File: src/rtl/uart_program_loader.sv
// Serial program loader: receives 0xA5, length, 16-bit words and checksum over an 8N1
// UART and streams the words into the instruction BSRAM while holding the CPU in reset.
module uart_program_loader #(
    parameter int CLK_HZ  = 27_000_000,
    parameter int BAUD    = 115_200,
    parameter int ADDR_W  = 11,
    parameter int TIMEOUT = CLK_HZ / 10
) (
    input  logic              clk,
    input  logic              rst,
    input  logic              uart_rx,
    output logic [ADDR_W-1:0] mem_addr,
    output logic [15:0]       mem_din,
    output logic              mem_we,
    output logic              cpu_hold,
    output logic              load_done,
    output logic              load_ok,
    output logic              load_err
);
    localparam int CPB   = CLK_HZ / BAUD;
    localparam int HALF  = CPB / 2;
    localparam int CNT_W = $clog2(CPB + 1);
    localparam int TO_W  = $clog2(TIMEOUT + 1);
    localparam int LEN_W = ADDR_W + 1;
    localparam logic [16:0] MAX_N = 17'(1) << ADDR_W;
    localparam logic [7:0] SYNC  = 8'hA5;

    typedef enum logic [1:0] {R_IDLE, R_START, R_DATA, R_STOP} rx_state_t;
    typedef enum logic [2:0] {IDLE, LEN_H, LEN_L, DATA_H, DATA_L, CSUM, DONE, ERR} state_t;

    rx_state_t        rx_state;
    logic             rx_m, rx_s, rx_prev;
    logic [CNT_W-1:0] bit_cnt;
    logic [2:0]       bit_idx;
    logic [7:0]       shreg;
    logic             byte_vld, frame_err;
    logic [7:0]       rx_byte;

    assign rx_byte = shreg;

    // Receiver: a start bit is confirmed at mid-bit, data and stop sampled one bit apart.
    always_ff @(posedge clk) begin
        if (rst) begin
            rx_m      <= 1'b1;
            rx_s      <= 1'b1;
            rx_prev   <= 1'b1;
            rx_state  <= R_IDLE;
            bit_cnt   <= '0;
            bit_idx   <= '0;
            shreg     <= '0;
            byte_vld  <= 1'b0;
            frame_err <= 1'b0;
        end else begin
            rx_m      <= uart_rx;
            rx_s      <= rx_m;
            rx_prev   <= rx_s;
            byte_vld  <= 1'b0;
            frame_err <= 1'b0;
            case (rx_state)
                R_IDLE: begin
                    bit_cnt <= '0;
                    bit_idx <= '0;
                    if (rx_prev && !rx_s) rx_state <= R_START;
                end
                R_START: begin
                    if (bit_cnt == CNT_W'(HALF - 1)) begin
                        bit_cnt  <= '0;
                        rx_state <= rx_s ? R_IDLE : R_DATA;
                    end else begin
                        bit_cnt <= bit_cnt + 1'b1;
                    end
                end
                R_DATA: begin
                    if (bit_cnt == CNT_W'(CPB - 1)) begin
                        bit_cnt <= '0;
                        shreg   <= {rx_s, shreg[7:1]};
                        bit_idx <= bit_idx + 1'b1;
                        if (bit_idx == 3'd7) rx_state <= R_STOP;
                    end else begin
                        bit_cnt <= bit_cnt + 1'b1;
                    end
                end
                R_STOP: begin
                    if (bit_cnt == CNT_W'(CPB - 1)) begin
                        bit_cnt   <= '0;
                        rx_state  <= R_IDLE;
                        byte_vld  <= rx_s;
                        frame_err <= !rx_s;
                    end else begin
                        bit_cnt <= bit_cnt + 1'b1;
                    end
                end
                default: rx_state <= R_IDLE;
            endcase
        end
    end

    state_t          state;
    logic [7:0]      len_h, hi, sum;
    logic [LEN_W-1:0] len, index, index_nxt;
    logic [TO_W-1:0] to_cnt;
    logic [15:0]     n16;
    logic            in_frame, timed_out;

    assign index_nxt = index + LEN_W'(1);
    assign n16       = {len_h, rx_byte};
    assign in_frame  = (state == LEN_H) || (state == LEN_L) || (state == DATA_H) ||
                       (state == DATA_L) || (state == CSUM);
    assign timed_out = in_frame && !byte_vld && (to_cnt == TO_W'(TIMEOUT - 1));

    always_ff @(posedge clk) begin
        if (rst) begin
            state     <= IDLE;
            len_h     <= '0;
            hi        <= '0;
            sum       <= '0;
            len       <= '0;
            index     <= '0;
            to_cnt    <= '0;
            mem_addr  <= '0;
            mem_din   <= '0;
            mem_we    <= 1'b0;
            cpu_hold  <= 1'b0;
            load_done <= 1'b0;
            load_ok   <= 1'b0;
            load_err  <= 1'b0;
        end else begin
            mem_we    <= 1'b0;
            load_done <= 1'b0;
            to_cnt    <= (!in_frame || byte_vld) ? '0 : to_cnt + 1'b1;
            if ((in_frame && frame_err) || timed_out) begin
                state    <= ERR;
                load_err <= 1'b1;
                cpu_hold <= 1'b0;
            end else if (byte_vld) begin
                case (state)
                    IDLE, DONE, ERR: begin
                        if (rx_byte == SYNC) begin
                            state    <= LEN_H;
                            cpu_hold <= 1'b1;
                            load_ok  <= 1'b0;
                            load_err <= 1'b0;
                        end
                    end
                    LEN_H: begin
                        len_h <= rx_byte;
                        state <= LEN_L;
                    end
                    LEN_L: begin
                        if (n16 == 16'd0 || {1'b0, n16} > MAX_N) begin
                            state    <= ERR;
                            load_err <= 1'b1;
                            cpu_hold <= 1'b0;
                        end else begin
                            len   <= LEN_W'(n16);
                            index <= '0;
                            sum   <= '0;
                            state <= DATA_H;
                        end
                    end
                    DATA_H: begin
                        hi    <= rx_byte;
                        sum   <= sum + rx_byte;
                        state <= DATA_L;
                    end
                    DATA_L: begin
                        // Registered, so the strobe lands one cycle after the low byte.
                        mem_we   <= 1'b1;
                        mem_din  <= {hi, rx_byte};
                        mem_addr <= index[ADDR_W-1:0];
                        index    <= index_nxt;
                        sum      <= sum + rx_byte;
                        state    <= (index_nxt == len) ? CSUM : DATA_H;
                    end
                    CSUM: begin
                        cpu_hold <= 1'b0;
                        if (rx_byte == sum) begin
                            state     <= DONE;
                            load_done <= 1'b1;
                            load_ok   <= 1'b1;
                        end else begin
                            state    <= ERR;
                            load_err <= 1'b1;
                        end
                    end
                    default: state <= IDLE;
                endcase
            end
        end
    end
endmodule

File: config.mk
export PLATFORM = sky130hd
export DESIGN_NAME = uart_program_loader
export DESIGN_NICKNAME = d
export VERILOG_FILES = /design/src/rtl/uart_program_loader.sv
export SDC_FILE = /design/constraint.sdc
export NUM_CORES = 1
export LEC_CHECK = 0
export ABC_AREA = 1
export CORE_ASPECT_RATIO = 0.5
export CORE_UTILIZATION = 29
export DETAILED_ROUTE_END_ITERATION = 12
export GPL_TIMING_DRIVEN = 0
export SETUP_SLACK_MARGIN = 0.2
export SYNTH_ARGS = -nofsm -noshare
export SYNTH_HDL_FRONTEND = slang
export SYNTH_SLANG_ARGS = --single-unit
File: constraint.sdc
create_clock -name clk -period 3.7 [get_ports clk]
set_clock_uncertainty 0.1 [all_clocks]
set_input_delay 0.74 -clock clk [delete_from_list [all_inputs] [get_ports clk]]
set_output_delay 0.74 -clock clk [all_outputs]
set_load 0.01 [all_outputs]
# Word-level counts from Yosys, hierarchy flattened
# Cells that the tools add are included.
[word_totals]
regBits = 131
inputBits = 3
out_inout_bits = 32
elab_cells = 145
[classes]
n_addsub = 5
order_cmp = 1
eq_ne = 29
mux = 36
n_bitwise = 6
n_reduce_logical = 45
[op_table]
columns = ["operator", "count"]
rows = [
  ["$mux W8", 3],
  ["$pmux W12 S2", 1],
  ["$pmux W8 S3", 1],
  ["$add A22 B1 Y22 const B", 1],
  ["$eq A22 B22 Y1 const B", 1],
  ["$mux W3", 6],
  ["$pmux W3 S6", 1],
  ["$eq A8 B8 Y1 const B", 2],
  ["$gt A16 B12 Y1 const B", 1],
  ["$logic_not A16 Y1", 1],
  ["$pmux W8 S2", 1],
  ["$reduce_and A4 Y1", 4],
  ["$eq A3 B3 Y1 const B", 5],
  ["$reduce_and A5 Y1", 3],
  ["$ne A2 B2 Y1 const B", 7],
  ["$add A12 B1 Y12 const B", 1],
  ["$eq A12 B12 Y1", 1],
  ["$mux W12", 1],
  ["$mux W2", 6],
  ["$mux W1", 11],
  ["$reduce_bool A2 Y1", 5],
  ["$reduce_and A3 Y1", 3],
  ["$reduce_or A3 Y1", 3],
  ["$add A8 B1 Y8 const B", 1],
  ["other kinds (26)", 52],
]

# Logic depth before layout (Yosys ltp)
[logic_depth]
word_depth = 10
depth_mapped = 15
ltp_nobuf = 15

# Least setup slack after synthesis
# No wires, ideal clock.
[synth_timing]
path_kind = "register to register"
start = "register shreg[1] (netlist: rx_byte[1])"
end = "register sum[6]"
setup_time_ps = 132
arrival_time_ps = 1617
required_time_ps = 3468
setup_slack_ps = 1851
path_stages_with_launch = 12
n_path_buf = 0
synth_period_minus_slack_ps = 1849
path_cell_list = "dfxtp_1 inv_1 fa_1 nor2_1 nor2_1 o21bai_1 nand2_1 nand2_1 a21oi_1 xor2_1 nand2_1 a21oi_1"
[synth_between]
elab_chain_cells = 4
elab_cells_between_ends = 7
cone_classes = "1 x add/sub; 1 x order compare; 1 x eq/ne; 1 x mux; 3 x reduce/logical"
[synth_lines]
columns = ["element", "line_no", "source"]
rows = [
  ["from (decl)", "35", "logic [7:0] shreg;"],
  ["from (signal assigned)", "76", "shreg <= {rx_s, shreg[7:1]};"],
  ["$gt A16 B12 Y1 or $logic_not A16 Y1 (tied branches)", "150", "if (n16 == 16'd0 || {1'b0, n16} > MAX_N) begin"],
  ["$logic_or A1 B1 Y1", "150", ""],
  ["$ne A2 B2 Y1 (no source line)", "--", ""],
  ["$reduce_and A4 Y1 (no source line)", "--", ""],
  ["to (signal assigned)", "163", "sum <= sum + rx_byte;"],
  ["to (signal assigned)", "172", "sum <= sum + rx_byte;"],
  ["to (decl)", "99", "logic [7:0] len_h, hi, sum;"],
]
# Parallel ways exist; a longest one is shown, timed or not.
# A chain may end at the register's enable or synchronous reset.

# Worst setup path after layout
[layout_timing]
start = "register index[1]"
end = "register state[1]"
[layout_between]
elab_chain_cells = 6
[layout_lines]
columns = ["element", "line_no", "source"]
rows = [
  ["from (decl)", "100", "logic [LEN_W-1:0] len, index, index_nxt;"],
  ["from (signal assigned)", "171", "index <= index_nxt;"],
  ["$add A12 B1 Y12", "105", "assign index_nxt = index + LEN_W'(1);"],
  ["$eq A12 B12 Y1", "173", "state <= (index_nxt == len) ? CSUM : DATA_H;"],
  ["$mux W3", "173", ""],
  ["$pmux W3 S6", "136", "case (state)"],
  ["$mux W3", "135", "end else if (byte_vld) begin"],
  ["$mux W3", "131", "if ((in_frame && frame_err) || timed_out) begin"],
  ["to (signal assigned)", "173", ""],
  ["to (decl)", "98", "state_t state;"],
]
# Every way passes these cells. The select of a mux whose other input is x is not followed.

==> results.md <==
- Outcome: finished with violations
- Failing checks: design-rule violations
- Resize count post-CTS: 0
- Clock sinks: 131
- # placed instances: 1140
- Register area: 2623 um2
- Drt wl/cell: 13.21 um
- Max-Cap Viols: 0
- Post-synth EDFFs: 0
- R2R Path Start: index[1]
- Iter 0 DRT Violations: 307
- Share of layout cells above drive strength 1: 8.454%
- Worst path cell trace: ha_1 > nand2_1 > nor2_1 > nand3_1 > nand2_1 > nand2_1 > nand2_1 > nand3_1 > nor2_1 > nand2_1 > nand2_1 > nand2_1 > nand2_1 > a21oi_1
- Worst vdd ir: 0.2982 mV
- Remaining DRCs: 1
- PortBufs: 33
- Rel. slew slack: 49.32%
- Final setup TNS: 0 ns
- Seq pwr share: 45.7%
- Crit path max-delay cell type: dfxtp_1
- ANT cells: 0
- Sequential area share after synthesis: 43.07%
- Row cnt: 37
- Vias per cell: 4.783
- Synth area leader: dfxtp_1
- CP Max Fanout: 8
- Height of the die: 104.5 um
- Number of CTS-inserted buffers: 17
- Postcts setup bufs: 0
- Switching power: 690.5 uW
- Worst Reg-to-Reg Cells: 14
- TritonRoute pass-1 iters: 9
- Crit Path Category: register to register
- Core ar.: 20550 um2
- Post-DP Area: 6761 um2
- Gpl congestion: 0.8784
- CP peak stage delay: 0.39 ns
- # fillers: 2171
- Vias in the first global route: 5441
- R2R Path End: state[1]
- Layout Cell Area excl Fill: 7330 um2
- CTS tree: yes
- Starting Density: 29.63%
- First-pass GRT wire length: 26110 um
- Worst path depth: 14
- WP data arrival: 2.42 ns
- Area growth syn-to-layout: 20.36%
- Max-slew violation count: 0
- Vias: 5606
- CP endpoint kind: register
- Yosys warns: 0
- Fmax: 446.6 MHz
- Least-Margin Pin Slew: 0.7603 ns
- Dpl hpwl: 11490 um
- Final period util: 60.51%
- Die Wd: 206.9 um
- Clock period minus worst slack: 2.239 ns
- Clock network power share: 52.5%
- Final setup fails: 0
- CTS root buffer: clkbuf_16
- Final net count: 904
- Asr flop ratio synth: 0%
- Syn Nets: 852
- Pwr dens: 424.2 nW/um2
- Endpoints failing hold: 0
- Setup crit end: state[1]
- Worst path top cell family by delay: simple AND/OR/NAND/NOR gates
- Static Leak: 0.002663 uW
- Largest net degree at the start of global routing: 17
- Top cells by area, synth: dfxtp_1, nand2_1, a21oi_1
- Non-Filler Instances: 1172
- Area of the multi-input gates: 3004 um2
- Internal power: 2419 uW
- Mapped Avg Cell Area: 7.302 um2
- Clock Path Buffers: 2
- Comb power frac: 1.9%
- Mapped Cells: 834
- Top-Level Pins: 35
- Critical Path Start: index[1]
- Final wirelength: 15490 um
- Sw Share: 22.21%
- CP most frequent cell: nand2_1
- Antenna violations before repair: 0
- #FFs+latches synth: 131
- DIE AREA: 21620 um2
- Gr ovfl total: 0
- Mapped Area: 6090 um2
- Setup crit start kind: register
- Hold WC Path Type: register to register
- Req. time, crit path: 3.88 ns
- H-tree Lvls: 4
- Reg2reg setup slack: 1.46 ns
- Hold-fix buffers, CTS: 0
- GRT Total Usage: 15.26%
- Clock transition at the registers of the reported paths: 0.06 ns
- Unrepaired setup endpoints after global routing: no
- Post-route ant nets: 0
- Distinct cells, synth: 44
- Insertion delay of the later-clocked pin in the worst-skew pair: 0.42 ns
- Share of the synthesized area in the top cell type: 43.07%
- Ys flop type: dfxtp_1
- Crit path buf inv count: 0
## metal layers
| metal | track usage (%) | up-vias | wire length [um] |
|---|---|---|---|
| met5 | 0 | - | 0 |
| met1 | 19.35 | 2599 | 7471 |
| li1 | - | 2867 | - |
| met3 | 3.227 | 33 | 657 |
| met2 | 24.71 | 107 | 6956 |
| met4 | 6.882 | 0 | 400 |
## worst register-to-register path, stage by stage (launching register included)
cell	delay, ns
dfxtp_1	0.39
ha_1	0.19
nand2_1	0.16
nor2_1	0.31
nand3_1	0.15
nand2_1	0.11
nand2_1	0.05
nand2_1	0.08
nand3_1	0.07
nor2_1	0.12
nand2_1	0.08
nand2_1	0.09
nand2_1	0.07
nand2_1	0.07
a21oi_1	0.06
## cells by family (layout without fill, tap and decap cells)
kind of cell	count (synthesis)	after routing	synth area share, %
AO/OA/AOI/OAI	178	178	15.49
XOR/XNOR	11	11	1.582
adder cells (fa/ha/maj)	15	15	3.205
buffers and inverters	117	182	7.602
flip-flops	131	131	43.07
AND/OR/NAND/NOR	382	382	29.05
## state kept, by name, indices dropped and copies added (netlist names), 11 cells and up, named ones only
signal / flops
len: 12
mem_din: 16
to_cnt: 22
mem_addr: 11
index: 12
## cells in the final DEF, fill, tap and decap left out, types with 2 or more instances in the layout
cell type	count
a21oi_1	109
a22oi_1	5
buf_2	9
buf_4	2
bufinv_16	2
clkbuf_1	15
clkbuf_16	17
clkdlybuf4s50_1	33
clkinv_2	5
clkinv_4	3
clkinvlp_4	2
dfxtp_1	131
ha_1	14
inv_1	88
inv_2	2
inv_4	2
nand2_1	169
nand2_2	2
nand2_4	2
nand3_1	56
nand3_2	2
nand3b_1	2
nand4_1	14
nor2_1	87
nor2_2	5
nor2_4	6
nor2_8	2
nor3_1	12
nor3b_1	5
nor4_1	8
o21a_1	2
o21ai_0	52
or2_2	7
xnor2_1	3
xor2_1	8
## cell type report
class,count,area share [%]
inverter,92,4.780
clock inverter,13,1.844
buffer,25,1.536
timing repair buffer,33,4.507
sequential,131,35.78
tap,273,4.660
multi-input combinational,586,40.99
clock buffer,19,5.906
## power by group through the flow
stage               Sequential (uW)  Combinational, uW  Clock [uW]
floorplan                      1450               37.9           0
global placement               1450               56.6           0
detailed placement             1450               57.5           0
CTS                            1420               58.1        1660
global route                   1420               66.2        1720
finish                         1420               57.8        1630
## synth_stat cells (2+ instances only)
| library cell | instances |
|---|---|
| nor3_1 | 12 |
| nor3b_1 | 5 |
| nand3_2 | 2 |
| buf_4 | 2 |
| nand3_1 | 56 |
| or2_2 | 7 |
| buf_2 | 9 |
| nor2_1 | 87 |
| o21a_1 | 2 |
| nor2_8 | 2 |
| a21oi_1 | 109 |
| nor2_2 | 5 |
| xnor2_1 | 3 |
| a22oi_1 | 5 |
| ha_1 | 14 |
| nor2_4 | 6 |
| xor2_1 | 8 |
| inv_1 | 88 |
| nand4_1 | 14 |
| dfxtp_1 | 131 |
| inv_4 | 2 |
| nand2_4 | 2 |
| clkbuf_1 | 13 |
| nand3b_1 | 2 |
| nand2_2 | 2 |
| nand2_1 | 169 |
| inv_2 | 2 |
| o21ai_0 | 52 |
| nor4_1 | 8 |
## metrics by stage
stage | hold slack (ns) | total power (uW) | utilization [%] | worst slack (ns)
finish | 0.3117 | 3109 | 35.66 | 1.461
global route | 0.3180 | 3208 | 35.66 | 1.216
CTS | 0.3104 | 3140 | 35.66 | 1.491
detailed placement | 0.2977 | 1508 | 32.90 | 1.170
global placement | 0.3030 | 1506 | 32.90 | 1.194
floorplan | 0.2895 | 1487 | - | 1.851
## worst min path at each step
stage | start | end | cells past startpoint | slack (ns)
after floorplan | rx_m | rx_s | 1 | 0.29
after CTS | rx_m | rx_s | 1 | 0.31
after global placement | rx_m | rx_s | 1 | 0.30
final | rx_m | rx_s | 1 | 0.31
after global routing | rx_m | rx_s | 1 | 0.32
after detailed placement | rx_m | rx_s | 1 | 0.30
(Power assumes the default switching activity.)
